### config.mk
export PLATFORM = sky130hd
export DESIGN_NAME = hybrid_tdc_flat
export DESIGN_NICKNAME = d
export VERILOG_FILES = /design/src/rtl/hybrid_tdc_pkg.sv /design/src/rtl/hybrid_tdc_if.sv /design/src/rtl/hybrid_tdc_therm_popcount.sv /design/src/rtl/hybrid_tdc.sv /design/src/flat_wrapper.sv
export SDC_FILE = /design/constraint.sdc
export NUM_CORES = 1
export LEC_CHECK = 0
export BUFFER_PORTS_ARGS = -buffer_cell sky130_fd_sc_hd__buf_4
export CAP_MARGIN = 10
export CELL_PAD_IN_SITES_DETAIL_PLACEMENT = 1
export CELL_PAD_IN_SITES_GLOBAL_PLACEMENT = 1
export CORE_ASPECT_RATIO = 1.1
export CORE_MARGIN = 2
export CORE_UTILIZATION = 30
export CTS_BUF_LIST = sky130_fd_sc_hd__clkbuf_8 sky130_fd_sc_hd__clkbuf_16
export DETAILED_ROUTE_END_ITERATION = 8
export PLACE_DENSITY = 0.58
export SLEW_MARGIN = 10
export SYNTH_ARGS = -nofsm -noshare
export SYNTH_HDL_FRONTEND = slang
export SYNTH_SLANG_ARGS = --single-unit
### constraint.sdc
create_clock -name clk -period 6 [get_ports clk]
set_clock_uncertainty 0.15 [all_clocks]
set_input_delay 0.6 -clock clk [delete_from_list [all_inputs] [get_ports clk]]
set_output_delay 0.6 -clock clk [all_outputs]
set_load 0.03 [all_outputs]
### src/rtl/hybrid_tdc_pkg.sv
// tdc_pkg: shared widths, constants and FSM encoding for the hybrid TDC.
package tdc_pkg;

    localparam int COARSE_W = 6;
    localparam int FINE_W   = 3;
    localparam int CODE_W   = 9;

    localparam logic [CODE_W-1:0] CODE_OVF  = 9'h1FF;
    localparam logic [CODE_W-1:0] CODE_ZERO = 9'h000;

    typedef enum logic [1:0] {
        ST_IDLE      = 2'd0,
        ST_WAIT_HIGH = 2'd1,
        ST_HIGH      = 2'd2,
        ST_DONE      = 2'd3
    } tdc_state_e;

endpackage

### src/rtl/hybrid_tdc_if.sv
// hybrid_tdc_if: PWM tap inputs, frame sync and measured duty-code outputs.
interface hybrid_tdc_if;
    import tdc_pkg::*;

    logic              en;
    logic              frame_sync;
    logic [7:0]        pwm_taps;
    logic [CODE_W-1:0] duty_code;
    logic              code_valid;
    logic              no_pulse;
    logic              overflow;

    modport master (
        output en, frame_sync, pwm_taps,
        input  duty_code, code_valid, no_pulse, overflow
    );

    modport slave (
        input  en, frame_sync, pwm_taps,
        output duty_code, code_valid, no_pulse, overflow
    );
endinterface

### src/rtl/hybrid_tdc_therm_popcount.sv
// therm_popcount: counts set taps of a 7-bit thermometer code, clamped to 3 bits.
// Counting ones rather than locating the first zero makes isolated bubbles harmless.
module therm_popcount
    import tdc_pkg::*;
(
    input  logic [6:0]        therm,
    output logic [FINE_W-1:0] fine
);
    logic [3:0] sum_s;

    // Sum the set taps and saturate at the largest fine code
    always_comb begin
        sum_s = 4'd0;
        for (int i = 0; i < 7; i++) begin
            sum_s = sum_s + {3'd0, therm[i]};
        end
        if (sum_s > 4'd7) begin
            fine = 3'd7;
        end else begin
            fine = sum_s[2:0];
        end
    end
endmodule

### src/rtl/hybrid_tdc.sv
// hybrid_tdc: measures the high time of a PWM frame as {coarse[5:0], fine[2:0]}.
// Optional macro HYBRID_TDC_AVG4_EN: report the rounded mean of the last four
// good captures instead of the single-frame capture.
module hybrid_tdc
    import tdc_pkg::*;
#(
    parameter int FRAME_LEN = 64
)(
    input  logic        clk,
    input  logic        rst_n,
    hybrid_tdc_if.slave bus
);
    localparam logic [COARSE_W-1:0] CNT_LAST = COARSE_W'(FRAME_LEN - 1);

    logic [7:0]          taps_s1_r, taps_s2_r;
    logic                fs_d1_r;
    logic [COARSE_W-1:0] cnt_r, prev_cnt_r;
    tdc_state_e          state_r, state_s;
    logic [CODE_W-1:0]   capture_r, pub_code_s, duty_code_r;
    logic [FINE_W-1:0]   fine_s;
    logic                high_s, frame_end_s, fall_s, pub_s, pub_np_s, pub_ovf_s;
    logic                code_valid_r, no_pulse_r, overflow_r;

    assign high_s      = taps_s2_r[0];
    assign frame_end_s = (cnt_r == CNT_LAST);

    therm_popcount u_popcount (
        .therm (taps_s2_r[7:1]),
        .fine  (fine_s)
    );

    // Two-stage tap synchronizer plus the first frame_sync delay stage
    always_ff @(posedge clk or negedge rst_n) begin
        if (!rst_n) begin
            taps_s1_r <= 8'd0;
            taps_s2_r <= 8'd0;
            fs_d1_r   <= 1'b0;
        end else begin
            taps_s1_r <= bus.pwm_taps;
            taps_s2_r <= taps_s1_r;
            fs_d1_r   <= bus.frame_sync;
        end
    end

    // Frame counter; loading from the first sync stage acts as the second delay,
    // so the counter reads 0 exactly when s2 holds the count-0 taps
    always_ff @(posedge clk or negedge rst_n) begin
        if (!rst_n) begin
            cnt_r <= 6'd0;
        end else if (fs_d1_r) begin
            cnt_r <= 6'd0;
        end else begin
            cnt_r <= cnt_r + 6'd1;
        end
    end

    // FSM state register
    always_ff @(posedge clk or negedge rst_n) begin
        if (!rst_n) begin
            state_r <= ST_IDLE;
        end else begin
            state_r <= state_s;
        end
    end

    // Next state and the result to publish at the last count of the frame
    always_comb begin
        state_s    = state_r;
        fall_s     = 1'b0;
        pub_s      = 1'b0;
        pub_code_s = CODE_ZERO;
        pub_np_s   = 1'b0;
        pub_ovf_s  = 1'b0;
        case (state_r)
            ST_IDLE: begin
                if (fs_d1_r && bus.en) begin
                    state_s = ST_WAIT_HIGH;
                end else begin
                    state_s = ST_IDLE;
                end
            end
            ST_WAIT_HIGH: begin
                if (frame_end_s) begin
                    pub_s = 1'b1;
                    if (high_s) begin
                        pub_code_s = CODE_OVF;
                        pub_ovf_s  = 1'b1;
                    end else begin
                        pub_code_s = CODE_ZERO;
                        pub_np_s   = 1'b1;
                    end
                end else if (high_s) begin
                    state_s = ST_HIGH;
                end else begin
                    state_s = ST_WAIT_HIGH;
                end
            end
            ST_HIGH: begin
                if (frame_end_s) begin
                    pub_s = 1'b1;
                    if (high_s) begin
                        pub_code_s = CODE_OVF;
                        pub_ovf_s  = 1'b1;
                    end else begin
                        pub_code_s = {prev_cnt_r, fine_s};
                    end
                end else if (!high_s) begin
                    fall_s  = 1'b1;
                    state_s = ST_DONE;
                end else begin
                    state_s = ST_HIGH;
                end
            end
            ST_DONE: begin
                if (frame_end_s) begin
                    pub_s      = 1'b1;
                    pub_code_s = capture_r;
                end else begin
                    state_s = ST_DONE;
                end
            end
            default: begin
                state_s = ST_IDLE;
            end
        endcase
        // Frame boundary and mid-frame resync override the per-state choice
        if (pub_s) begin
            state_s = bus.en ? ST_WAIT_HIGH : ST_IDLE;
        end else if (fs_d1_r && (state_r != ST_IDLE)) begin
            state_s = ST_WAIT_HIGH;
        end else begin
            state_s = state_s;
        end
    end

    // Track the last high count and latch the code at the falling edge
    always_ff @(posedge clk or negedge rst_n) begin
        if (!rst_n) begin
            prev_cnt_r <= 6'd0;
            capture_r  <= CODE_ZERO;
        end else begin
            if (((state_r == ST_WAIT_HIGH) || (state_r == ST_HIGH)) && high_s) begin
                prev_cnt_r <= cnt_r;
            end
            if (fall_s) begin
                capture_r <= {prev_cnt_r, fine_s};
            end
        end
    end

`ifdef HYBRID_TDC_AVG4_EN
    logic [2:0][CODE_W-1:0] hist_r;
    logic [2:0]             good_cnt_r;
    logic                   good_s;
    logic [10:0]            sum_s;

    assign good_s = pub_s & ~pub_np_s & ~pub_ovf_s;
    assign sum_s  = {2'b00, pub_code_s} + {2'b00, hist_r[0]} + {2'b00, hist_r[1]}
                  + {2'b00, hist_r[2]} + 11'd2;

    // History of the three previous good captures and a saturating good count
    always_ff @(posedge clk or negedge rst_n) begin
        if (!rst_n) begin
            hist_r     <= {(3*CODE_W){1'b0}};
            good_cnt_r <= 3'd0;
        end else if (good_s) begin
            hist_r <= {hist_r[1:0], pub_code_s};
            if (good_cnt_r != 3'd4) begin
                good_cnt_r <= good_cnt_r + 3'd1;
            end
        end
    end

    // Registered outputs: averaged code once four good captures exist
    always_ff @(posedge clk or negedge rst_n) begin
        if (!rst_n) begin
            duty_code_r  <= CODE_ZERO;
            code_valid_r <= 1'b0;
            no_pulse_r   <= 1'b0;
            overflow_r   <= 1'b0;
        end else if (good_s) begin
            code_valid_r <= (good_cnt_r >= 3'd3);
            if (good_cnt_r >= 3'd3) begin
                duty_code_r <= CODE_W'(sum_s >> 2);
                no_pulse_r  <= 1'b0;
                overflow_r  <= 1'b0;
            end
        end else if (pub_s && (good_cnt_r == 3'd4)) begin
            code_valid_r <= 1'b1;
            no_pulse_r   <= pub_np_s;
            overflow_r   <= pub_ovf_s;
        end else begin
            code_valid_r <= 1'b0;
        end
    end
`else
    // Registered outputs: single-frame capture published at the frame end
    always_ff @(posedge clk or negedge rst_n) begin
        if (!rst_n) begin
            duty_code_r  <= CODE_ZERO;
            code_valid_r <= 1'b0;
            no_pulse_r   <= 1'b0;
            overflow_r   <= 1'b0;
        end else begin
            code_valid_r <= pub_s;
            if (pub_s) begin
                duty_code_r <= pub_code_s;
                no_pulse_r  <= pub_np_s;
                overflow_r  <= pub_ovf_s;
            end
        end
    end
`endif

    assign bus.duty_code  = duty_code_r;
    assign bus.code_valid = code_valid_r;
    assign bus.no_pulse   = no_pulse_r;
    assign bus.overflow   = overflow_r;

endmodule

### src/flat_wrapper.sv
// flat-port wrapper written by rule: the top's interface ports become plain ports
module hybrid_tdc_flat import tdc_pkg::*;
#(
    parameter int FRAME_LEN = 64
)
  (clk, rst_n, bus_en, bus_frame_sync, bus_pwm_taps, bus_duty_code, bus_code_valid, bus_no_pulse, bus_overflow);
  hybrid_tdc_if bus_i ();
  input  logic clk;
  input  logic rst_n;
  input wire logic [$bits(bus_i.en)-1:0] bus_en;
  input wire logic [$bits(bus_i.frame_sync)-1:0] bus_frame_sync;
  input wire logic [$bits(bus_i.pwm_taps)-1:0] bus_pwm_taps;
  output wire logic [$bits(bus_i.duty_code)-1:0] bus_duty_code;
  output wire logic [$bits(bus_i.code_valid)-1:0] bus_code_valid;
  output wire logic [$bits(bus_i.no_pulse)-1:0] bus_no_pulse;
  output wire logic [$bits(bus_i.overflow)-1:0] bus_overflow;
  assign bus_i.en = bus_en;
  assign bus_i.frame_sync = bus_frame_sync;
  assign bus_i.pwm_taps = bus_pwm_taps;
  assign bus_duty_code = bus_i.duty_code;
  assign bus_code_valid = bus_i.code_valid;
  assign bus_no_pulse = bus_i.no_pulse;
  assign bus_overflow = bus_i.overflow;
  hybrid_tdc #(.FRAME_LEN(FRAME_LEN)) u_core (.clk(clk), .rst_n(rst_n), .bus(bus_i));
endmodule
---- Yosys cells after proc, flatten, opt, wreduce, memory -nomap -nowiden ----
Index checks and enable logic that the tools add are counted.
Widths: inputs -> output; s select.
storage, ports and cells
  flip-flop bits (word level) ............. 52
  logic and storage cells ................. 63
cells by class
  $add $sub $neg .......................... 7
  order comparisons ....................... 1
  eq/ne operators ......................... 7
  mux-type cells .......................... 28
  reduce and logical (&&, ||, !) cells .... 9
operators with widths
  operator             count
  $mux 9               5
  $pmux 9 s3           1
  $mux 1               13
  $add 4x1->4          3
  $mux 2               6
  $ne 4x4->1 const B   3
  $pmux 2 s4           1
  $add 6x1->6 const B  1
  $eq 6x6->1 const B   1
  $mux 6               1
  $add 3x1->4          1
  $eq 2x2->1 const B   2
  $gt 4x3->1 const B   1
  $add 2x1->3          1
  $logic_and 1x1->1    3
  $mux 3               1
  $reduce_and 3->1     1
  $reduce_or 3->1      1
  $add 1x1->2          1
  $eq 2x1->1 const B   1
  $logic_not 2->1      1
  $reduce_bool 2->1    1
  $reduce_or 2->1      1
  $logic_or 1x1->1     1

---- Longest topological paths before layout ----
  word-level depth ........................ 11
  depth in mapped cells ................... 9

---- By module ----
Synthesis repeated with hierarchy kept, for this count alone.
second synthesis, totals
  cell total of the unflattened synthesis .. 171
  area total of the unflattened synthesis .. 2,190.9 µm²
modules (own cells, without submodules)
  module          times used  cells each  area an instance (µm²)  sequential area each (µm²)
  hybrid_tdc      1           159         2,080.7                 1,301.2
  therm_popcount  1           12          110.1                   0.0

---- Worst setup path after synthesis ----
Ideal clock, no wire load.
  kind .................................... register to register
  start ................................... register u_core.taps_s2_r[1]
  end ..................................... register u_core.duty_code_r[1] (netlist: u_core.bus.duty_code[1])
  arrival ................................. 2.565 ns
  setup slack ............................. 3.161 ns
  cell stages (with the launch flop) ...... 10
  cells stage by stage .................... dfrtp_1 -> inv_1 -> fa_1 -> fa_1 -> inv_1 -> fa_1 -> fa_1 -> nor2_1 -> o21ai_0 -> mux2_2
on the way
  cells in the longest elaborated chain, start to end .. 11
RTL lines
  item                          line                             text
  start: declaration            hybrid_tdc.sv:15                 logic [7:0] taps_s1_r, taps_s2_r;
  start signal: assignment      hybrid_tdc.sv:40                 taps_s2_r <= taps_s1_r;
  $add 1x1->2 (*)               hybrid_tdc_therm_popcount.sv:15  sum_s = sum_s + {3'd0, therm[i]};
  $add 2x1->3 (*)               hybrid_tdc_therm_popcount.sv:15
  $add 3x1->4 (*)               hybrid_tdc_therm_popcount.sv:15
  $add 4x1->4 (*) (3 in a row)  hybrid_tdc_therm_popcount.sv:15
  $gt 4x3->1                    hybrid_tdc_therm_popcount.sv:17  if (sum_s > 4'd7) begin
  $mux 3 (*)                    hybrid_tdc_therm_popcount.sv:17
  named net u_core.fine_s[1]    hybrid_tdc.sv:20                 logic [FINE_W-1:0] fine_s;
  $mux 9 (*)                    hybrid_tdc.sv:101                if (high_s) begin
  $mux 9 (*)                    hybrid_tdc.sv:99                 if (frame_end_s) begin
  $pmux 9 s3 (*)                hybrid_tdc.sv:74                 case (state_r)
  end signal: assignment        hybrid_tdc.sv:207                duty_code_r <= pub_code_s;
  end: declaration              hybrid_tdc.sv:19                 logic [CODE_W-1:0] capture_r, pub_code_s, duty_code_r;
The timed path passes the listed nets; every way through them passes the cells marked *.
A chain may end at the register's enable or synchronous reset.

---- Worst setup path in the final report ----
  start ................................... register u_core.taps_s2_r[2]
  end ..................................... register u_core.duty_code_r[1] (netlist: u_core.bus.duty_code[1])
The elaborated chain is that of the path after synthesis.

==> impl_metrics.ini <==
[outcome]
status = finished, final reports clean

[route]
drtPass1Iterations = 4
drc = 0
avgRoutedWirePerCell_um = 15.3
wl_mm = 4.20
via_count = 1281
drtAntennaViolNets = 0
via_per_inst = 4.68
drt_iter0_markers = 73

[synthesis]
synth_area_um2 = 2150
syn_nets = 183
yosys.area.top_type = dfrtp_1
synth_area_leaders = dfrtp_1, mux2_2, fa_1
seq_area_frac_synth = 0.606
synth_cells = 162
ys_warn_count = 0
synthDistinctLibCells = 30
syn_area_per_cell_um2 = 13.3
ys_ff_latch = 52
synth_top_area_frac = 0.606

[worst_setup_path]
start_kind = flop
critPathArrivalTime_ns = 3.07
worstPathMaxFanout = 2
crit_path_max_incr_delay_ns = 0.49
reg2reg_to = u_core.bus.duty_code[1]
path_cells = inv_1 -> fa_1 -> fa_1 -> inv_1 -> fa_1 -> fa_1 -> nor2_1 -> o21ai_0 -> mux2_2
cp_common_cell = fa_1
r2r_cells = 9
crit_required_ns = 6.05
r2r_slack_ns = 2.98
cp_num_buf_inv = 2
cp-startpoint = u_core.taps_s2_r[2]
endpoint_kind = flop
r2r_start = u_core.taps_s2_r[2]
worst-setup-path-type = reg -> reg
endpoint = u_core.bus.duty_code[1]
cp_slowest_cell = fa_1
cp_top_family = adder cells
crit_cells = 9

[cells_and_area]
layoutNonFillerInstCount = 274
most-common-layout-cells = dfrtp_1, mux2_2, buf_4, nor2_1
layout.cells.most_common = dfrtp_1
drive_gt1_frac = 0.317
num_antenna_cells = 0
syn2layout_area_growth_pct = 16.1
final_nets = 209

[clock_network]
htree_levels = 2
ctsResizeCount = 0
clock-root-buffer = clkbuf_8
cts_tree = yes
postCtsHoldBufs = 0
clk_latency_ns = 0.31
cts_setup_buffers = 0
cts_buffers = 5
clock_sinks = 52
cts_buffer_depth = 2
path_clk_slew_ns = 0.10

[floorplanning]
initial_core_util = 0.308
pin_count = 24
rows = 32
fp.coreArea_um2 = 6970
die_width_um = 84.7
die_area_um2 = 7850
die_y_um = 92.8

[placed_design]
numPortBuffers = 23
dp.cells = 266
hpwlAfterDp_mm = 2.81
gp_congestion = 0.680

[timing]
finalHoldViolCount = 0
max_freq_mhz = 331
slew_violations = 0
setup_tns_ns = 0
min_period_over_period = 0.503
tightest_slew_ns = 1.02
post-route-min-period_ns = 3.02
maxSlewHeadroom = 0.320
setup_viol = 0
rsz0062_at_grt = false

[pwr]
max-vdd-ir-drop_mv = 0.102
power.density_nw_per_um2 = 282
p_leak_nw = 1.19

[global_routing]
grt_usage = 0.119
grt_pass1_wl_mm = 7.18
grt_max_degree = 53
grt_pass1_vias = 1413
grt_overflow = 0
antenna_found_initial = 0

[run]
cap_viol_max_count = 0

[worst_hold_path]
hold_class = in -> async
[flip-flops by register name (all words and copies together) (netlist names)]
signal / flops
u_core.bus.code_valid: 1
u_core.bus.duty_code: 9
u_core.bus.no_pulse: 1
u_core.bus.overflow: 1
u_core.capture_r: 9
u_core.cnt_r: 6
u_core.fs_d1_r: 1
u_core.prev_cnt_r: 6
u_core.state_r: 2
u_core.taps_s1_r: 8
u_core.taps_s2_r: 8
[logic make-up (layout without fill, tap and decap cells)]
logic type	count (synthesis)	in the layout	share of synthesized area
and+or+nand+nor	36	36	0.0845
adders and majority gates	9	9	0.0664
AOI/OAI and AO/OA	20	20	0.0635
xor gates and xnor gates	3	3	0.0122
DFF	52	52	0.606
muxes	26	26	0.136
buffers and inverters	16	43	0.0320
[layer usage]
layer / vias up / share of wire / track usage
met5: - / 0 / 0
li1: 595 / - / -
met2: 17 / 0.51 / 0.196
met3: 6 / 0.033 / 0.0312
met4: 0 / 0.016 / 0.0437
met1: 663 / 0.45 / 0.150
[worst min path at each step]
stage                            end  slack, ns                 from  cells past startpoint
2_1_floorplan  u_core.bus.code_valid       0.15                rst_n                      0
3_3_place_gp     u_core.taps_s2_r[1]       0.19  u_core.taps_s1_r[1]                      0
3_5_place_dp     u_core.taps_s2_r[6]       0.19  u_core.taps_s1_r[6]                      0
4_1_cts          u_core.capture_r[1]       0.18                rst_n                      1
5_1_grt         u_core.prev_cnt_r[0]       0.21                rst_n                      1
6_report           u_core.state_r[0]       0.16                rst_n                      1
[area by class of cell]
type / instances / area (um^2)
clock buffers: 5 / 68.8
clock inverters: 3 / 21.3
fillers: 776 / 4470
inverters: 12 / 45.0
multi-input cells: 94 / 778
flip-flops and latches: 52 / 1300
well taps: 85 / 106
repair buffers: 23 / 173
[stage by stage]
stage          power [mW]  hold slack (ns)  setup slack (ns)  utilization  area [um^2]
2_1_floorplan       0.473            0.154              3.16            -         2150
3_3_place_gp        0.504            0.187              3.08        0.345         2400
3_5_place_dp        0.513            0.186              2.98        0.345         2400
4_1_cts             0.720            0.181              2.96        0.358         2490
5_1_grt             0.746            0.206              2.82        0.358         2490
6_report            0.703            0.160              2.98        0.358         2490
[cell usage after synthesis]
cell / count
nand3_4: 1
or3_2: 1
xor2_1: 2
buf_2: 1
dfrtp_1: 52
nor2_1: 14
o211a_1: 1
inv_1: 12
o21bai_1: 1
a21oi_1: 2
nand2_1: 12
o32ai_1: 1
or4_1: 1
xnor2_1: 1
o21ai_4: 1
o2bb2ai_1: 1
o21ai_0: 10
clkbuf_1: 2
o311ai_0: 2
nand3_1: 1
ha_1: 5
mux2_2: 25
nor3_4: 1
or3_1: 1
nor2b_1: 3
buf_6: 1
mux2i_1: 1
fa_1: 4
nor3_1: 1
o31ai_1: 1
[power by group]
part | switching, mW | internal [mW] | leakage (nW)
Sequential | 0.0212 | 0.383 | 0.673
Combinational | 0.0531 | 0.0467 | 0.472
Clock | 0.117 | 0.0829 | 0.0445
No activity file was read; power rests on OpenSTA's default activity.
